File: src/rtl/truth_table_sweeper_pkg.sv
// Shared definitions for the truth-table sweeper: FSM encoding and parameter limits.
package truth_table_sweeper_pkg;

   typedef enum logic [2:0] {
      IDLE  = 3'd0,
      APPLY = 3'd1,
      WAIT  = 3'd2,
      CHECK = 3'd3,
      DONE  = 3'd4
   } state_t;

   localparam int unsigned N_IN_MIN   = 1;
   localparam int unsigned N_IN_MAX   = 8;
   localparam int unsigned N_OUT_MIN  = 1;
   localparam int unsigned N_OUT_MAX  = 8;
   localparam int unsigned SETTLE_MIN = 1;
   localparam int unsigned SETTLE_MAX = 15;
   localparam int unsigned SETTLE_W   = 4;

endpackage

File: src/rtl/truth_table_sweeper_settle.sv
// Settle wait counter: loadable down-counter that stops at zero.
module settle_timer #(
   parameter int unsigned W = 4
) (
   input  logic         clk_i,
   input  logic         rst_ni,
   input  logic         load_i,
   input  logic [W-1:0] load_val_i,
   input  logic         dec_i,
   output logic         zero_o
);

   localparam logic [W-1:0] ONE = W'(1);

   logic [W-1:0] cnt_q;
   logic [W-1:0] cnt_d;

   always_comb begin
      cnt_d = cnt_q;
      if (load_i) begin
         cnt_d = load_val_i;
      end else if (dec_i && (cnt_q != '0)) begin
         cnt_d = cnt_q - ONE;
      end
   end

   // Flag reflects the post-decrement count so the waiting state exits in the
   // same cycle the count reaches zero.
   assign zero_o = (cnt_d == '0);

   always_ff @(posedge clk_i or negedge rst_ni) begin
      if (!rst_ni) begin
         cnt_q <= '0;
      end else begin
         cnt_q <= cnt_d;
      end
   end

endmodule

File: src/rtl/truth_table_sweeper.sv
// Exhaustive truth-table sweeper: drives every input pattern, compares DUT vs reference.
module truth_table_sweeper
   import truth_table_sweeper_pkg::*;
#(
   parameter int unsigned N_IN   = 4,
   parameter int unsigned N_OUT  = 1,
   parameter int unsigned SETTLE = 2
) (
   input  logic             i_clk,
   input  logic             i_rst_n,
   input  logic             i_start,
   input  logic             i_abort,
   output logic [N_IN-1:0]  o_pattern,
   input  logic [N_OUT-1:0] i_dut_out,
   input  logic [N_OUT-1:0] i_expected,
   output logic             o_busy,
   output logic             o_done,
   output logic             o_pass,
   output logic [N_IN:0]    o_mismatch_cnt,
   output logic             o_fail_valid,
   output logic [N_IN-1:0]  o_fail_pattern
);

   localparam logic [N_IN-1:0]     LAST_PAT    = '1;
   localparam logic [N_IN-1:0]     PAT_ONE     = N_IN'(1);
   localparam logic [N_IN:0]       CNT_ONE     = (N_IN+1)'(1);
   localparam logic [N_IN:0]       CNT_MAX     = (N_IN+1)'(1) << N_IN;
   localparam logic [SETTLE_W-1:0] SETTLE_LOAD = SETTLE_W'(SETTLE - 1);

   state_t          state_q, state_d;
   logic [N_IN-1:0] pattern_q, pattern_d;
   logic [N_IN:0]   cnt_q, cnt_d;
   logic            fail_valid_q, fail_valid_d;
   logic [N_IN-1:0] fail_pattern_q, fail_pattern_d;
   logic            pass_q, pass_d;
   logic            busy_q, busy_d;
   logic            done_q, done_d;
   logic            tmr_load, tmr_dec, tmr_zero;

   settle_timer #(.W(SETTLE_W)) u_settle_timer (
      .clk_i      (i_clk),
      .rst_ni     (i_rst_n),
      .load_i     (tmr_load),
      .load_val_i (SETTLE_LOAD),
      .dec_i      (tmr_dec),
      .zero_o     (tmr_zero)
   );

   always_comb begin
      state_d        = state_q;
      pattern_d      = pattern_q;
      cnt_d          = cnt_q;
      fail_valid_d   = fail_valid_q;
      fail_pattern_d = fail_pattern_q;
      pass_d         = pass_q;
      tmr_load       = 1'b0;
      tmr_dec        = 1'b0;

      unique case (state_q)
         IDLE: begin
            if (i_start) begin
               cnt_d        = '0;
               fail_valid_d = 1'b0;
               pass_d       = 1'b0;
               pattern_d    = '0;
               state_d      = APPLY;
            end
         end
         APPLY: begin
            tmr_load = 1'b1;
            state_d  = WAIT;
         end
         WAIT: begin
            tmr_dec = 1'b1;
            if (tmr_zero) begin
               state_d = CHECK;
            end
         end
         CHECK: begin
            if (i_dut_out != i_expected) begin
               if (cnt_q != CNT_MAX) begin
                  cnt_d = cnt_q + CNT_ONE;
               end
               if (!fail_valid_q) begin
                  fail_valid_d   = 1'b1;
                  fail_pattern_d = pattern_q;
               end
            end
            if (pattern_q == LAST_PAT) begin
               // o_pass is registered, so it is decided on entry to DONE to line up with o_done.
               pass_d  = (cnt_d == '0);
               state_d = DONE;
            end else begin
               pattern_d = pattern_q + PAT_ONE;
               state_d   = APPLY;
            end
         end
         DONE: begin
            state_d = IDLE;
         end
         default: begin
            state_d = IDLE;
         end
      endcase

      if (i_abort && (state_q inside {APPLY, WAIT, CHECK})) begin
         state_d        = IDLE;
         pattern_d      = pattern_q;
         cnt_d          = cnt_q;
         fail_valid_d   = fail_valid_q;
         fail_pattern_d = fail_pattern_q;
         pass_d         = 1'b0;
         tmr_load       = 1'b0;
         tmr_dec        = 1'b0;
      end

      busy_d = (state_d inside {APPLY, WAIT, CHECK});
      done_d = (state_d == DONE);
   end

   always_ff @(posedge i_clk or negedge i_rst_n) begin
      if (!i_rst_n) begin
         state_q        <= IDLE;
         pattern_q      <= '0;
         cnt_q          <= '0;
         fail_valid_q   <= 1'b0;
         fail_pattern_q <= '0;
         pass_q         <= 1'b0;
         busy_q         <= 1'b0;
         done_q         <= 1'b0;
      end else begin
         state_q        <= state_d;
         pattern_q      <= pattern_d;
         cnt_q          <= cnt_d;
         fail_valid_q   <= fail_valid_d;
         fail_pattern_q <= fail_pattern_d;
         pass_q         <= pass_d;
         busy_q         <= busy_d;
         done_q         <= done_d;
      end
   end

   assign o_pattern      = pattern_q;
   assign o_mismatch_cnt = cnt_q;
   assign o_fail_valid   = fail_valid_q;
   assign o_fail_pattern = fail_pattern_q;
   assign o_pass         = pass_q;
   assign o_busy         = busy_q;
   assign o_done         = done_q;

endmodule
File: config.mk
export PLATFORM = sky130hd
export DESIGN_NAME = truth_table_sweeper
export DESIGN_NICKNAME = d
export VERILOG_FILES = /design/src/rtl/truth_table_sweeper_pkg.sv /design/src/rtl/truth_table_sweeper_settle.sv /design/src/rtl/truth_table_sweeper.sv
export SDC_FILE = /design/constraint.sdc
export NUM_CORES = 1
export LEC_CHECK = 0
export CAP_MARGIN = 25
export CORE_MARGIN = 5
export CORE_UTILIZATION = 55
export CTS_CLUSTER_DIAMETER = 120
export DETAILED_ROUTE_END_ITERATION = 8
export PLACE_DENSITY_LB_ADDON = 0.15
export SLEW_MARGIN = 20
export SYNTH_ARGS = -nofsm -noshare
export SYNTH_HDL_FRONTEND = slang
export SYNTH_SLANG_ARGS = --single-unit
File: constraint.sdc
create_clock -name i_clk -period 4 [get_ports i_clk]
set_input_delay 0.8 -clock i_clk [delete_from_list [all_inputs] [get_ports i_clk]]
set_output_delay 0.8 -clock i_clk [all_outputs]
set_load 0.02 [all_outputs]
# Word level (Yosys, flattened, before mapping)
# Index checks and enable logic that the tools add are counted.
# op_classes
n_eq_ne	15
n_mux	25
addsub	3
bitwise_logic	2
n_reduce_logical	15
# op_table
operator	n
5-bit 2-to-1 mux	4
4-bit 2-to-1 mux	4
3-bit by 2-bit equality test with 1-bit output (second input constant)	4
3-bit 2-to-1 mux	4
3-bit case mux with 4 select lines	1
4-bit AND reduction	3
5-bit case mux with 2 select lines	1
3-bit nonzero test	3
1-bit 2-to-1 mux	8
4-bit case mux with 2 select lines	1
3-bit by 1-bit equality test with 1-bit output (second input constant)	2
2-bit != test (second input constant)	3
3-bit AND reduction	2
5-bit by 1-bit adder with 5-bit output (second input constant)	1
5-bit zero test	1
5-bit != test (second input constant)	1
4-bit by 1-bit adder with 4-bit output (second input constant)	1
4-bit equality test (second input constant)	1
4-bit zero test	1
1-bit case mux with 2 select lines	2
4-bit nonzero test	1
4-bit by 1-bit subtractor with 4-bit output (second input constant)	1
3-bit equality test (second input constant)	1
3-bit zero test	1
6 further kinds	8
# totals
output_inout_bits	17
word_cells	69
input_bits	6
regBits	24

# Depth between registers and ports, before layout
# Gate-level depths: netlist (run 1).
# logic_depth
depth_word	13
mapped_depth	8
ltp_nobuf	7

# Modules after synthesis
# Synthesis (run 1) repeated with hierarchy kept, for this count alone.
# hier_totals
hier_cells	137
area_unflattened_um2	1348.8
# modules_own_cells
mod	cells_per_inst	instances	seq_area_each_um2	area_per_inst_um2
truth_table_sweeper	109	1	500.5	1076.0
settle_timer	28	1	100.1	272.8

# Worst setup path before layout (run 1)
# No wires, ideal clock.
# synth_path
kind	input to register
from	input port i_abort
to	register pattern_q[0], in the netlist o_pattern[0]
cell_stages	5
arrival_ns	2.215
setup_ns	0.137
required_time_ns	3.863
slack_ns	1.648
cell_sequence	or4_1 > o41a_1 > a2111oi_4 > o31a_1 > a21oi_1
# synth_between
elab_chain_len	3
# synth_rtl
item	line_no	rtl
start: declaration	truth_table_sweeper.sv:12	input logic i_abort,
1-bit logical AND	truth_table_sweeper.sv:106	if (i_abort && (state_q inside {APPLY, WAIT, CHECK})) begin
1-bit NOT (no source line)	-	
4-bit AND reduction (no source line)	-	
end signal: assignment	truth_table_sweeper.sv:133	pattern_q <= pattern_d;
end: declaration	truth_table_sweeper.sv:31	logic [N_IN-1:0] pattern_q, pattern_d;
# Every way passes these cells.
# A chain may end at the register's enable or synchronous reset.

# Final worst setup path (run 1)
# Same ends and word-level chain as after synthesis.

==> impl_metrics.tcl, run 1 <==
set metrics [dict create \
    status "finished, final reports clean" \
    die_area_sq_um 3674 \
    max_freq_mhz 388.2 \
    hold_viol 0 \
    drt-total-wl_mm 3.129 \
    path_clk_slew_ns 0.12 \
    die_w_um 60.61 \
    cts_buffer_depth 2 \
    syn_avg_cell_area_sq_um 9.330 \
    ys_types 44 \
    setup_viol 0 \
    fp-row-count 18 \
    syn_inst 151 \
    drv_slew 0 \
    track_usage 0.1977 \
    grt_pass1_vias 1183 \
    numClockSinks 24 \
    syn_nets 161 \
    tightest_slew_ns 0.6096 \
    syn_to_final_growth_pct 19.09 \
    io_buffers 22 \
    overflow 0 \
    layout-drive-gt1-share 0.05814 \
    post-cts-setup-buffer-count 0 \
    setup_tns_ns 0 \
    cp_data_required_time_ns 4.20 \
    start_util 0.5739 \
    postCtsHoldBufs 0 \
    dpl.hpwl_mm 2.428 \
    rsz0062_at_grt "no" \
    cts_resized 0 \
    path_max_fanout 6 \
    nFillCells 190 \
    ys_seq_area_frac 0.4263 \
    insertedDiodeCount 0 \
    core_sq_um 2455 \
    max_cap_viol_count 0 \
    synth_warnings 0 \
    whs_ns 0.4986 \
    worstSetupStartpointType "input pin" \
    cts_buffers 3 \
    cts_tree "done" \
    cts-htree-levels 1 \
    die_h_um 60.61 \
    worstSkewPairLatency_ns 0.31 \
    power.total_uw 893.6 \
    antenna_found_initial 0 \
    boundaryPins 23 \
    grt_pass1_wl_mm 5.485 \
    synth_seq_cells 24 \
    routedWlPerCell_um 15.49 \
    syn_area_sq_um 1409 \
    final_nets 184 \
    p_per_area_nw_per_um2 532.6 \
    finClkSkew_ns 0.005146 \
    min_period_ns 2.576 \
    grt_max_degree 17 \
    fin_crit_sh 0.6439 \
    gp_congestion 0.9051 \
    ys.flop_type "dfrtp_1" \
    slew_headroom 0.5927 \
    p_leak_nw 0.7010 \
    drtIter0Drc 74 \
    drc 0 \
    vias 1238 \
    worstSetupPathType "in2reg" \
    synth_edf_count 0 \
    async_reset_ff_frac 1.000 \
    viasPerCell 6.129 \
    hold_path.class "reg2reg" \
    crit_path_end_kind "flip-flop" \
    arrival_ns 2.78 \
    cts-root-buf "clkbuf_4" \
    vdd_drop_max_uv 360.2 \
    dr.pass1.iters 4 \
    ant_nets 0 \
]
## metal layers
layer,vias to the layer above,part of all wire,track usage
li1,597,-,-
met1,597,0.42,0.2530
met2,40,0.51,0.3298
met3,4,0.064,0.04255
met4,0,0.0042,0.07121
met5,-,0,0
## cell usage in the layout (no fill, tap or decap), types with 3 or more instances in the layout
master	synthesis	layout
nand4_1	5	5
nor3_1	7	7
a21oi_1	9	9
mux2_1	4	4
clkdlybuf4s50_1	0	22
o21ai_1	3	3
nand2b_1	3	3
ha_1	4	4
nand3_1	5	5
nand2_1	11	11
o21ai_0	12	12
dfrtp_1	24	24
inv_1	9	9
clkbuf_4	0	3
nor2_1	14	14
## final cells by class
| class | count | area (sq um) | share of cell area |
|---|---|---|---|
| multi-input cells | 113 | 748.2 | 0.4459 |
| flip-flops and latches | 24 | 600.6 | 0.3579 |
| repair buffers | 23 | 235.2 | 0.1402 |
| well taps | 30 | 37.54 | 0.02237 |
| inverters | 9 | 33.78 | 0.02013 |
| clock buffers | 3 | 22.52 | 0.01342 |
## report_power, final
part	internal (mW)	switching, mW	leakage [nW]
Sequential	0.296	0.0820	0.323
Clock	0.0352	0.0712	0.0138
Combinational	0.178	0.231	0.364
Total	0.509	0.384	0.701
## kinds of logic after synthesis
| kind of cell | Yosys count | synth area share |
|---|---|---|
| AOI/OAI and AO/OA | 39 | 0.1998 |
| adders and majority gates | 4 | 0.03553 |
| muxes | 6 | 0.04707 |
| DFF | 24 | 0.4263 |
| buffers and inverters | 14 | 0.04262 |
| and+or+nand+nor | 60 | 0.2238 |
| xor gates and xnor gates | 4 | 0.02487 |
## state kept, by name (all words and copies together), names as in the netlist
register,cells
o_fail_valid,1
o_busy,1
state_q,3
o_mismatch_cnt,5
o_pass,1
o_fail_pattern,4
u_settle_timer.cnt_q,4
o_pattern,4
o_done,1
## synth_stat cells, types with 2 or more instances
library cell   n  area, sq um
nand2b_1       3        18.77
o31ai_1        2        15.01
xnor2_1        2        17.52
or2_1          2        12.51
a211o_1        2        17.52
ha_1           4        50.05
o21ai_1        3        15.01
o21ai_0       12        60.06
nand4_1        5        31.28
mux2_1         4        45.04
nand2_1       11        41.29
nor4_1         2        12.51
xor2_1         2        17.52
inv_1          9        33.78
clkbuf_1       4        15.01
nand3_1        5        25.02
dfrtp_1       24        600.6
nor3_1         7        35.03
a21oi_1        9        45.04
and2_1         2        12.51
nor2_1        14        52.55
## worst max-delay path: stages
cell and delay, ns:
clkdlybuf4s50_1 0.48, or4_1 0.49, o41a_1 0.36, a2111oi_4 0.37
o31a_1 0.21, a21oi_1 0.07
## metrics by stage
step / instance area [sq um] / utilization / cells / setup WS [ns]
2_1_floorplan: 1409 / - / 151 / 1.648
3_3_place_gp: 1640 / 0.6682 / 198 / 1.121
3_5_place_dp: 1655 / 0.6743 / 199 / 1.090
6_report: 1678 / 0.6835 / 202 / 1.424
5_1_grt: 1678 / 0.6835 / 202 / 1.359
4_1_cts: 1678 / 0.6835 / 202 / 1.427
## final timing paths
| check | start | to | slack, ns | cells past startpoint |
|---|---|---|---|---|
| setup / recovery | i_abort | o_pattern[0]$_DFFE_PN0P_ | 1.42 | 6 |
| hold / removal | o_fail_pattern[0]$_DFFE_PN0P_ | o_fail_pattern[0]$_DFFE_PN0P_ | 0.50 | 1 |
| setup reg to reg | u_settle_timer.cnt_q[0]$_DFF_PN0_ | o_pattern[0]$_DFFE_PN0P_ | 1.55 | 7 |
| hold reg to reg | o_fail_pattern[0]$_DFFE_PN0P_ | o_fail_pattern[0]$_DFFE_PN0P_ | 0.50 | 1 |
| max in group asynchronous | i_rst_n | state_q[0]$_DFF_PN0_ | 2.76 | 2 |
| min in group asynchronous | i_rst_n | o_mismatch_cnt[2]$_DFFE_PN0P_ | 0.78 | 1 |
Note: power is estimated with default switching activity, not from simulation.
==> run 2: changes to the inputs <==
--- a/config.mk
+++ b/config.mk
@@ -7,7 +7,7 @@
 export LEC_CHECK = 0
 export CAP_MARGIN = 25
 export CORE_MARGIN = 5
-export CORE_UTILIZATION = 55
+export CORE_UTILIZATION = 47
 export CTS_CLUSTER_DIAMETER = 120
 export DETAILED_ROUTE_END_ITERATION = 8
 export PLACE_DENSITY_LB_ADDON = 0.15
==> constraint.sdc (replaced) <==
create_clock -name i_clk -period 2.2 [get_ports i_clk]
set_input_delay 0.44 -clock i_clk [delete_from_list [all_inputs] [get_ports i_clk]]
set_output_delay 0.44 -clock i_clk [all_outputs]
set_load 0.02 [all_outputs]
==> run 2 against run 1 <==
  * First-iteration DRC count grew 58%
  * Via count grew 0.16%
  * Wire length is 2.4% higher
  * Largest cell class unchanged
  * Design area is 7.6% higher
  * Largest power group unchanged
  * Cell count rose by 7.9%
  * Global-route usage decreased by 3.8 points
  * Die area up 14%
  * Clock skew down 0.0023 ns
  * Register-to-register slack worse by 1.4 ns
  * Total power up 100%
==> impl_metrics.tcl, run 2 (synthesis results as in run 1) <==
set metrics [dict create \
    whs_ns 0.4562 \
    insertedDiodeCount 0 \
    cts_resized 0 \
    path_max_fanout 3 \
    path_cells "clkdlybuf4s50_1, or4_1, o41a_1, a2111oi_4, o31a_1, a21oi_1" \
    boundaryPins 23 \
    status "finished, final reports clean" \
    cts_buffers 3 \
    worstSkewPairLatency_ns 0.32 \
    finClkSkew_ns 0.002822 \
    numClockSinks 24 \
    cp_data_required_time_ns 2.41 \
    die_h_um 64.75 \
    cts-htree-levels 1 \
    fin_crit_sh 0.9556 \
    slew_headroom 0.6761 \
    post-cts-setup-buffer-count 0 \
    drv_slew 0 \
    gp_congestion 0.9158 \
    fin_cells 218 \
    dr.pass1.iters 4 \
    layout_common_cells "24 x dfrtp_1, 22 x clkdlybuf4s50_1, 15 x buf_4" \
    pwr-share-clk 0.134 \
    max_freq_mhz 475.6 \
    vdd_drop_max_uv 512.6 \
    layout-drive-gt1-share 0.1444 \
    grt_pass1_wl_mm 5.430 \
    cts_tree "done" \
    fin_area_sq_um 1805 \
    place_ws_ns -0.2586 \
    slowest_stage "or4_1" \
    grt_max_degree 25 \
    drt-total-wl_mm 3.205 \
    postCtsHoldBufs 0 \
    max_cap_viol_count 0 \
    power.total_mw 1.800 \
    final_nets 198 \
    dpl.hpwl_mm 2.403 \
    post_dp_cell_area_sq_um 1759 \
    routedWlPerCell_um 14.70 \
    core_sq_um 2805 \
    largest_reg_flops 5 \
    setup_tns_ns 0 \
    p_sw_frac 0.4105 \
    worstSetupPathType "in2reg" \
    start_util 0.5022 \
    grt_pass1_vias 1168 \
    power_switching_uw 738.6 \
    crit_path_end_kind "flip-flop" \
    arrival_ns 2.32 \
    antenna_found_initial 0 \
    overflow 0 \
    hold_viol 0 \
    cp_slowest_stage_delay_ns 0.47 \
    cts_buffer_depth 2 \
    place_inst 214 \
    final_common_cell "dfrtp_1" \
    combPwrFrac 0.505 \
    setup_viol 0 \
    p_leak_nw 0.7786 \
    viasPerCell 5.688 \
    seqPwrFrac 0.360 \
    drtIter0Drc 117 \
    ant_nets 0 \
    worstSetupStartpointType "input pin" \
    vias 1240 \
    p_per_area_nw_per_um2 996.7 \
    fin_ws_ns 0.09757 \
    min_period_ns 2.102 \
    die_w_um 64.75 \
    io_buffers 22 \
    cts-root-buf "clkbuf_4" \
    fp-row-count 19 \
    tightest_slew_ns 0.4859 \
    p_int_mw 1.061 \
    syn_to_final_growth_pct 28.15 \
    final_util 0.6436 \
    drc 0 \
    hold_path.class "in2async" \
    die_area_sq_um 4193 \
    path_clk_slew_ns 0.14 \
    track_usage 0.1601 \
]
-- run 2: cell types whose count changed in the layout (fill, tap and decap cells not counted) --
cell	before	now
buf_4	0	15
buf_8	1	0
clkbuf_8	0	1
ha_1	4	3
ha_4	0	1
inv_1	9	8
inv_2	0	1
or3b_2	1	0
or3b_4	0	1
-- run 2: final timing paths --
path	start	to	slack, ns	cells after the start
worst max-delay path	i_abort	o_pattern[0]$_DFFE_PN0P_	0.1	6
worst min-delay path	i_rst_n	o_mismatch_cnt[3]$_DFFE_PN0P_	0.46	2
worst max register to register	u_settle_timer.cnt_q[1]$_DFF_PN0_	o_pattern[0]$_DFFE_PN0P_	0.11	7
worst min register to register	o_fail_pattern[1]$_DFFE_PN0P_	o_fail_pattern[1]$_DFFE_PN0P_	0.50	1
max in group asynchronous	i_rst_n	u_settle_timer.cnt_q[2]$_DFF_PN0_	1.51	2
min in group i_clk	o_fail_pattern[1]$_DFFE_PN0P_	o_fail_pattern[1]$_DFFE_PN0P_	0.50	1
-- run 2: layout make-up --
type | instances | area, sq um
Fill cell | 238 | 999.7
Multi-Input combinational cell | 113 | 763.2
Inverter | 9 | 33.78
Sequential cell | 24 | 600.6
Timing Repair Buffer | 37 | 332.8
Tap cell | 31 | 38.79
Clock buffer | 4 | 36.28
-- run 2: layer usage --
metal / vias to the layer above / global-route usage / routed length, um / share of wire
met5: - / 0 / 0 / 0
met4: 0 / 0.04485 / 37 / 0.012
met3: 6 / 0.03282 / 115 / 0.036
met2: 28 / 0.2312 / 1493 / 0.47
met1: 588 / 0.2415 / 1558 / 0.49
li1: 618 / - / - / -
-- run 2: power groups by stage --
stage | sequential [mW] | clock (mW) | combinational (mW)
finish | 0.648 | 0.241 | 0.910
global route | 0.662 | 0.273 | 1.00
CTS | 0.646 | 0.248 | 0.885
detailed placement | 0.656 | 0 | 0.877
global placement | 0.649 | 0 | 0.860
floorplan | 0.691 | 0 | 0.507
-- run 2: critical path: cells and delay by family --
kind / cells / cell delay, ns
compound gates: 4 / 0.98
buf+inv: 1 / 0.42
simple gates: 1 / 0.47
==> run 3: changes to the inputs <==
--- a/config.mk
+++ b/config.mk
@@ -7,7 +7,7 @@
 export LEC_CHECK = 0
 export CAP_MARGIN = 25
 export CORE_MARGIN = 5
-export CORE_UTILIZATION = 47
+export CORE_UTILIZATION = 42
 export CTS_CLUSTER_DIAMETER = 120
 export DETAILED_ROUTE_END_ITERATION = 8
 export PLACE_DENSITY_LB_ADDON = 0.15
@@ -15,3 +15,4 @@
 export SYNTH_ARGS = -nofsm -noshare
 export SYNTH_HDL_FRONTEND = slang
 export SYNTH_SLANG_ARGS = --single-unit
+export TNS_END_PERCENT = 1
==> run 3 against run 2 <==
  * Non-clock buffer count did not move
  * Via count up 2.0%
  * Largest cell class unchanged
  * Sequential share of layout area decreased by 0.092 points
  * Register-to-register slack is essentially flat
==> impl_metrics.tcl, run 3 (synthesis results as in run 1) <==
set metrics [dict create \
    status "finished, final reports clean" \
    vdd_drop_max_uv 406.9 \
    wirelength_met1_mm 1.484 \
    final_nets 198 \
    drtIter0Drc 119 \
    fp-row-count 21 \
    hold_viol 0 \
    grt_pass1_wl_mm 5.561 \
    fin_crit_sh 0.9653 \
    ant_nets 0 \
    dr.pass1.iters 4 \
    die_w_um 67.92 \
    layout-drive-gt1-share 0.1398 \
    hold_path.class "in2async" \
    min_period_ns 2.124 \
    arrival_ns 2.33 \
    cts_buffers 3 \
    core_sq_um 3284 \
    cts-htree-levels 1 \
    crit_path_end_kind "flip-flop" \
    cts-root-buf "clkbuf_4" \
    fin_cells 232 \
    viasPerCell 5.453 \
    wl_met2_mm 1.563 \
    boundaryPins 23 \
    rsz0062_at_grt "no" \
    setup_tns_ns 0 \
    overflow 0 \
    track_usage 0.1581 \
    grt_pass1_vias 1276 \
    io_buffers 22 \
    p_leak_nw 0.7718 \
    slowest_stage "or4_1" \
    largest_reg_flops 5 \
    path_clk_slew_ns 0.13 \
    die_area_sq_um 4612 \
    drt-total-wl_mm 3.236 \
    rrSetupSlack_ns 0.10 \
    final_common_cell "dfrtp_1" \
    setup_viol 0 \
    path_cells "clkdlybuf4s50_1, or4_1, o41a_1, a2111oi_4, o31a_1, a21oi_1" \
    syn_to_final_growth_pct 28.51 \
    place_inst 229 \
    start_util 0.4290 \
    cts_buffer_depth 2 \
    insertedDiodeCount 0 \
    worstSetupStartpointType "input pin" \
    antenna_found_initial 0 \
    max_cap_viol_count 0 \
    tightest_slew_ns 0.4687 \
    grt_max_degree 25 \
    dpl.hpwl_mm 2.478 \
    slew_headroom 0.6853 \
    worstSetupPathType "in2reg" \
    layout_common_cells "24 x dfrtp_1, 22 x clkdlybuf4s50_1, 15 x buf_4" \
    max_freq_mhz 470.9 \
    drc 0 \
    numClockSinks 24 \
    drv_slew 0 \
    cp_data_required_time_ns 2.40 \
    routedWlPerCell_um 13.95 \
    cts_tree "done" \
    finClkSkew_ns 0.003912 \
    worstSkewPairLatency_ns 0.31 \
    p_per_area_nw_per_um2 961.6 \
    dr.max_layer_used "met4" \
    routed-wl-met3_um 129 \
    vias 1265 \
    cp_slowest_stage_delay_ns 0.48 \
    path_max_fanout 3 \
    die_h_um 67.92 \
    gp_congestion 0.8344 \
]
-- run 3: cell types whose count changed in the layout (fill, tap and decap cells not counted), sizes merged --
cell / delta
clkbuf: -1
-- run 3: routing by layer --
metal / up-vias / track usage
li1: 622 / -
met5: - / 0
met3: 7 / 0.02956
met1: 606 / 0.1957
met4: 0 / 0.07444
met2: 30 / 0.2649
-- run 3: worst paths after layout --
path,from,end,depth (start not counted)
max,i_abort,o_pattern[0]$_DFFE_PN0P_,6
min in group i_clk,o_fail_pattern[2]$_DFFE_PN0P_,o_fail_pattern[2]$_DFFE_PN0P_,1
max in group asynchronous,i_rst_n,o_pattern[1]$_DFFE_PN0P_,2
max reg2reg,u_settle_timer.cnt_q[0]$_DFF_PN0_,o_pattern[0]$_DFFE_PN0P_,7
min,i_rst_n,o_fail_valid$_DFFE_PN0P_,2
min reg2reg,o_fail_pattern[2]$_DFFE_PN0P_,o_fail_pattern[2]$_DFFE_PN0P_,1
-- run 3: worst max-delay path, delay by kind of cell --
family | cells | cell delay, ns
buf+inv | 1 | 0.42
simple gates | 1 | 0.48
compound gates | 4 | 1.00
-- run 3: final cells by class --
class,count,area (sq um)
Fill cell,334,1474
Multi-Input combinational cell,113,763.2
Sequential cell,24,600.6
Timing Repair Buffer,37,332.8
Tap cell,46,57.56
Inverter,9,33.78
Clock buffer,3,22.52
-- run 3: through the flow --
step / power (mW) / setup slack (ns) / hold slack (ns) / util / cell area, sq um
final: 1.741 / 0.07636 / 0.4636 / 0.5512 / 1810
after global routing: 1.867 / 0.008229 / 0.4848 / 0.5512 / 1810
after CTS: 1.724 / 0.06750 / 0.4717 / 0.5482 / 1800
after detailed placement: 1.530 / -0.2509 / 0.4795 / 0.5413 / 1778
after global placement: 1.513 / -0.2206 / 0.4710 / 0.5413 / 1778
after floorplan: 1.198 / 0.08804 / 0.1444 / - / 1414
-- run 3: timing repair --
item                                    4_1_cts  5_1_grt
hold buffers                                  0        0
endpoints found under the setup margin        0        2
resized for setup                             0        2
setup buffers                                 0        0
-- run 3: power breakdown --
group	switching (mW)	internal, mW	total [mW]
clock	0.127	0.0640	0.191
combinational	0.468	0.412	0.880
sequential	0.132	0.539	0.671
